$ cat src/rtl/addertree_final_acc.sv
// Final carry-propagate add and signed group accumulator behind the compressor tree.
// Two-stage elastic pipeline: S1 registers the carry-save rows, S2 accumulates and holds the result.
module addertree_final_acc #(
    parameter int IN_W  = 20,
    parameter int ACC_W = 32,
    parameter int CNT_W = 8
) (
    input  logic             clk,
    input  logic             reset,
    input  logic             in_valid,
    output logic             in_ready,
    input  logic [IN_W-1:0]  in_row_a,
    input  logic [IN_W-1:0]  in_row_b,
    input  logic             in_first,
    input  logic             in_last,
    output logic             out_valid,
    input  logic             out_ready,
    output logic [ACC_W-1:0] out_data,
    output logic             out_ovf,
    output logic [CNT_W-1:0] out_cnt
);

    localparam logic [CNT_W-1:0] CNT_MAX = '1;
    localparam logic [ACC_W-1:0] ACC_MAX = {1'b0, {(ACC_W-1){1'b1}}};
    localparam logic [ACC_W-1:0] ACC_MIN = {1'b1, {(ACC_W-1){1'b0}}};

    logic             s1_valid;
    logic [IN_W-1:0]  s1_row_a;
    logic [IN_W-1:0]  s1_row_b;
    logic             s1_first;
    logic             s1_last;

    logic [ACC_W-1:0] acc;
    logic [CNT_W-1:0] cnt;
    logic             ovf;
    logic             in_group;

    logic             stall;
    logic             s2_run;
    logic             new_group;
    logic [IN_W-1:0]  row_sum;
    logic [ACC_W-1:0] sum_ext;
    logic [ACC_W:0]   acc_wide;
    logic             sat_hit;
    logic [ACC_W-1:0] acc_next;
    logic [CNT_W-1:0] cnt_next;
    logic             ovf_next;

    assign stall    = out_valid & ~out_ready;
    assign in_ready = ~stall | ~s1_valid;
    assign s2_run   = s1_valid & ~stall;

    // The row sum wraps at IN_W bits on purpose: the tree's sign-correction constants rely on it.
    always_comb begin
        row_sum   = s1_row_a + s1_row_b;
        sum_ext   = {{(ACC_W-IN_W){row_sum[IN_W-1]}}, row_sum};
        new_group = s1_first | ~in_group;
        acc_wide  = {acc[ACC_W-1], acc} + {sum_ext[ACC_W-1], sum_ext};
        sat_hit   = acc_wide[ACC_W] ^ acc_wide[ACC_W-1];
        acc_next  = acc_wide[ACC_W-1:0];
        cnt_next  = cnt;
        ovf_next  = ovf;
        if (new_group) begin
            acc_next = sum_ext;
            cnt_next = CNT_W'(1);
            ovf_next = 1'b0;
        end else begin
            if (sat_hit) begin
                acc_next = acc_wide[ACC_W] ? ACC_MIN : ACC_MAX;
            end
            if (cnt != CNT_MAX) begin
                cnt_next = cnt + CNT_W'(1);
            end
            ovf_next = ovf | sat_hit;
        end
    end

    // S1 keeps loading while it is empty even under a stall, so nothing accepted is ever dropped.
    always_ff @(posedge clk) begin
        if (reset) begin
            s1_valid  <= 1'b0;
            s1_row_a  <= '0;
            s1_row_b  <= '0;
            s1_first  <= 1'b0;
            s1_last   <= 1'b0;
            acc       <= '0;
            cnt       <= '0;
            ovf       <= 1'b0;
            in_group  <= 1'b0;
            out_valid <= 1'b0;
            out_data  <= '0;
            out_ovf   <= 1'b0;
            out_cnt   <= '0;
        end else begin
            if (in_ready) begin
                s1_valid <= in_valid;
                s1_row_a <= in_row_a;
                s1_row_b <= in_row_b;
                s1_first <= in_first;
                s1_last  <= in_last;
            end
            if (out_valid && out_ready) begin
                out_valid <= 1'b0;
            end
            if (s2_run) begin
                acc <= acc_next;
                cnt <= cnt_next;
                ovf <= ovf_next;
                if (s1_last) begin
                    out_data  <= acc_next;
                    out_ovf   <= ovf_next;
                    out_cnt   <= cnt_next;
                    out_valid <= 1'b1;
                    in_group  <= 1'b0;
                end else begin
                    in_group  <= 1'b1;
                end
            end
        end
    end

endmodule
$ cat config.mk
export PLATFORM = sky130hd
export DESIGN_NAME = addertree_final_acc
export DESIGN_NICKNAME = d
export VERILOG_FILES = /design/src/rtl/addertree_final_acc.sv
export SDC_FILE = /design/constraint.sdc
export NUM_CORES = 1
export LEC_CHECK = 0
export CAP_MARGIN = 25
export CORE_UTILIZATION = 53
export CTS_BUF_LIST = sky130_fd_sc_hd__clkbuf_8
export DETAILED_ROUTE_END_ITERATION = 8
export PLACE_DENSITY_LB_ADDON = 0.05
export SYNTH_ARGS = -nofsm -noshare
export SYNTH_HDL_FRONTEND = slang
export SYNTH_SLANG_ARGS = --single-unit
$ cat constraint.sdc
create_clock -name clk -period 5 [get_ports clk]
set_input_delay 0.75 -clock clk [delete_from_list [all_inputs] [get_ports clk]]
set_output_delay 0.75 -clock clk [all_outputs]
set_load 0.05 [all_outputs]
Word-level counts from Yosys, hierarchy flattened:

Index checks and enable logic that the tools add are counted.

* muxes and demuxes: 10
* reductions and logical operators: 2
* add/sub/neg operators: 3
* $lt $le $gt $ge: 0
* shift operators: 0
* bitwise logic cells: 10
* $mul: 0
* divide/modulo/power cells: 0
* eq/ne operators: 1

Operators with widths (count)
* $mux 32: 3
* $add 32x20->33: 1
* $add 20x20->20: 1
* $mux 8: 2
* $add 8x1->8 const B: 1
* $ne 8x8->1 const B: 1
* $mux 1: 5
* $not 1->1: 4
* $or 1x1->1: 3
* $and 1x1->1: 2
* $reduce_and 2->1: 1
* $logic_and 1x1->1: 1
* $xor 1x1->1: 1

* flip-flop bits (word level): 127
* bits in read-only memories: 0
* input port bits: 46
* memories: 0
* bits in latches: 0
* RAM bits: 0

Depth between registers and ports, before layout:

* word-level depth: 5
* gate-level depth with buffers: 23
* mapped depth without buffers: 20

Worst setup path after synthesis:

OpenSTA, ideal clock, no wires.

* path kind: register -> register
* from: register s1_row_a[2]
* to: register out_data[30]
* cell stages (with the launch flop): 21
* buffers on the path: 2
* data arrival time: 4.697 ns
* setup time: 0.117 ns
* setup slack: 0.186 ns
* cells stage by stage: dfxtp_1 > ha_1 > o21ai_0 > o21a_1 > nor4_1 > o221ai_2 > a21oi_1 > a21oi_2 > xnor2_1 > ha_1 > buf_2 > a21oi_2 > o21a_1 > o211ai_1 > a311o_1 > nor2_2 > o21ai_1 > a21oi_1 > buf_2 > o21ai_1 > a32o_1

* cells in the longest elaborated chain, start to end: 5
* elaborated cells between the ends (all ways): 6
* classes of those cells: add/sub (2); mux (3); bitwise (1)

Ends and longest elaborated chain
* start, declared: line 28 `logic [IN_W-1:0] s1_row_a;`
* start signal, assigned: line 97 `s1_row_a <= in_row_a;`
* $add 20x20->20 *: line 55 `row_sum = s1_row_a + s1_row_b;`
* $add 32x20->33: line 58 `acc_wide = {acc[ACC_W-1], acc} + {sum_ext[ACC_W-1], sum_ext};`
* $mux 32 or $xor 1x1->1 (tied branches): line 69, 59
* $mux 32: line 68 `if (sat_hit) begin`
* $mux 32 *: line 63 `if (new_group) begin`
* end signal, assigned: line 110 `out_data <= acc_next;`
* end, declared: line 18 `output logic [ACC_W-1:0] out_data,`

Mark *: on every way between the ends. The rest lies on a longest branch, timed or not.
A chain may end at the register's enable or synchronous reset.

Worst setup path in the final report:

* from: register s1_row_a[12]
* to: register out_data[20]

The elaborated chain is that of the path after synthesis.

==> flow_summary.toml <==
[routing]
drc = 0
drt_iter0_markers = 481
wl_per_cell_um = 16.6
avgViaCountPerCell = 5.87
wl_um = 21600
first_pass_iters = 5
vias = 7623
ant_nets = 0

[cells_and_area]
nets = 1207
drive_gt1_share_pct = 12.8
antenna-diode-count = 0
area_delta_synth_final_pct = 25.3

[outcome]
outcome = "finished, final reports clean"

[hold_path]
hp-class = "flip-flop to flip-flop"

[clocking]
cts_max_path_buffers = 2
cts_tree = "yes"
h-tree-depth = 4
cts-hold-fix-buffers = 0
cts_sinks = 127
clockRootBuffer = "clkbuf_8"
clk_pin_slew_worst_paths_ns = 0.08
insertion_delay_ns = 0.46
numCtsBuffers = 17

[worst_setup_path]
crit_path_start = "s1_row_a[12]"
rr_worst_depth = 21
slowest_delay_ns = 0.42
cp-endpoint = "out_data[20]"
cp_top_family = "compound AO/OA/AOI/OAI gates"
path_buf_inv = 3
cp.depth = 21
reg2reg_setup_slack_ns = 0.21
reg2reg_to = "out_data[20]"
cp_common_cell = "a21oi_2"
crit_path_max_fanout = 16
critPathRequiredTime_ns = 5.35
path_class = "flip-flop to flip-flop"
cpMaxStageDelayCell = "o41ai_4"
start_kind = "flip-flop"
end_kind = "flip-flop"
path_cells = "ha_1 > a21o_1 > a221o_1 > a211o_1 > o221ai_2 > a21oi_2 > a21oi_2 > xnor2_2 > buf_12 > ha_2 > buf_4 > nand2_1 > o2111ai_2 > a21oi_2 > o41ai_4 > a41o_1 > o21ai_2 > a21oi_2 > buf_6 > o21ai_0 > a32o_1"
rr_startpoint = "s1_row_a[12]"
worstPathArrival_ns = 5.14

[global_routing]
antenna_found_initial = 0
grt_overflow = 0
grt_pass1_wl_um = 34800
grt_usage_pct = 29.6
grt_pass1_vias = 7146
grt_max_degree = 76

[flow_run]
maxCapViolations = 0

[sta]
hold_viol = 0
tightest_slew_ns = 0.984
fin_worst_skew_ns = 0.0102
final-setup-viol-count = 0
max_freq_mhz = 209
post-route-period-util_pct = 95.7
fin_tns_setup_ns = 0
slew_headroom_pct = 34.2
fin_crit_ns = 4.79
slew_viol_final = 0

[logic_synthesis]
syn_inst = 991
synth_ff_type = "dfxtp_1"
ys_ff_latch = 127
ys_seq_area_share_pct = 32.9
syn_area_sq_um = 7720
yosysWarnings = 0
synth_top_cell_area_share_pct = 32.9
syn_nets = 1092
synth_top_area_cell = "dfxtp_1"
synth_area_leaders = "dfxtp_1 33%, a21oi_1 9.0%, ha_1 8.6%"
syn_area_per_cell_sq_um = 7.80
synth_edf_count = 0
async_flop_share_pct = 0
yosys-top-cells-count = "176 x nand2_1, 139 x a21oi_1, 127 x dfxtp_1"
yosysUniqueCellTypes = 71
synth.most_common_cell = "nand2_1"

[pwr]
leakagePower_nw = 3.94
ir_drop_mv = 0.227
powerDensity_nw_per_um2 = 300
finalPower_mw = 2.91

[placement]
port_buffers = 88
dp_hpwl_um = 15400
gp_congestion = 0.964

[floorplanning]
rows = 43
die_height_um = 123
initial_core_util_pct = 55.0
die_area_sq_um = 15100
die_w_um = 123
core_sq_um = 14000
pin_count = 89
==> logic make-up (layout without fill, tap and decap cells) <==
group	after synthesis	in the layout	synth area share (%)
compound gates	350	350	28.9
simple gates	332	332	18.7
flops	127	127	32.9
buf+inv	71	198	3.89
fa+ha+maj	59	59	9.62
xor+xnor	48	48	5.44
mux	4	4	0.518
==> how the worst min path moves through the flow <==
stage / start / end / cells past startpoint
finish: out_ovf / out_ovf / 2
global route: s1_row_a[15] / s1_row_a[15] / 2
CTS: out_cnt[5] / out_cnt[5] / 2
detailed placement: out_ovf / out_ovf / 2
global placement: out_ovf / out_ovf / 2
floorplan: s1_row_b[0] / s1_row_b[0] / 2
==> cells in the final DEF, fill, tap and decap left out, types with 5 or more instances in the layout <==
| cell | n |
|---|---|
| clkdlybuf4s50_1 | 87 |
| inv_1 | 12 |
| o31ai_1 | 5 |
| nand3_1 | 40 |
| a21oi_1 | 133 |
| and3_1 | 5 |
| o211ai_1 | 7 |
| nand2b_1 | 17 |
| a32o_1 | 12 |
| ha_1 | 48 |
| o21ai_1 | 15 |
| buf_4 | 62 |
| clkbuf_8 | 17 |
| nand2_1 | 176 |
| a21oi_2 | 9 |
| o21ai_0 | 66 |
| a31oi_1 | 11 |
| nand4_1 | 11 |
| a22o_1 | 13 |
| a21o_1 | 13 |
| xor2_1 | 20 |
| nor2_1 | 57 |
| nor3_1 | 5 |
| xnor2_1 | 27 |
| o21a_1 | 10 |
| o21ai_2 | 5 |
| dfxtp_1 | 127 |
==> final cells by class <==
class	count	area, sq um
well taps	180	225
clock inverters	14	169
repair buffers	154	1400
fillers	1219	4360
multi-input cells	793	5060
clock buffers	17	234
flip-flops and latches	127	2540
inverters	13	48.8
==> per-layer routing <==
layer	track usage, %	wire (um)	up-vias
met2	48.1	10000	198
li1	-	-	3809
met5	0	0	-
met1	40.0	10300	3592
met4	7.62	221	0
met3	5.76	1050	24
==> through the flow <==
step           utilization [%]  area [sq um]  hold WS [ns]  std cells  setup slack (ns)
2_1_floorplan                -          7720         0.436        991             0.186
3_3_place_gp              64.6          9070         0.441       1264             0.131
3_5_place_dp              64.6          9070         0.445       1264           -0.0160
4_1_cts                   67.6          9490         0.458       1296            0.0276
5_1_grt                   69.0          9680         0.482       1298          -0.00650
6_report                  69.0          9680         0.456       1298             0.214
==> flip-flops by register name (all words and copies together), names as in the netlist, 8 cells and up <==
| register | cells |
|---|---|
| acc | 32 |
| out_data | 32 |
| s1_row_b | 20 |
| s1_row_a | 20 |
| out_cnt | 8 |
| cnt | 8 |
==> what timing repair did <==
action                     4_1_cts  5_1_grt
cloned                           0        2
buffers inserted                 1        0
setup endpoints to repair        3       66
pin swaps                        1        9
resized for setup                1       36
==> power by group <==
| part | internal, mW | total (mW) | switching [mW] |
|---|---|---|---|
| combinational | 0.381 | 0.888 | 0.506 |
| clock | 0.491 | 0.927 | 0.436 |
| sequential | 1.06 | 1.09 | 0.0332 |
| total | 1.93 | 2.91 | 0.975 |
==> worst reg2reg max path, cell delays in order, from the launching register on <==
cell and delay [ns]:
dfxtp_1 0.32, ha_1 0.33, a21o_1 0.19, a221o_1 0.37, a211o_1 0.29, o221ai_2 0.20, a21oi_2 0.11, a21oi_2 0.18
xnor2_2 0.10, buf_12 0.17, ha_2 0.41, buf_4 0.16, nand2_1 0.07, o2111ai_2 0.22, a21oi_2 0.08, o41ai_4 0.42
a41o_1 0.23, o21ai_2 0.10, a21oi_2 0.22, buf_6 0.16, o21ai_0 0.12, a32o_1 0.26
Power figures use the tool's default switching activity.
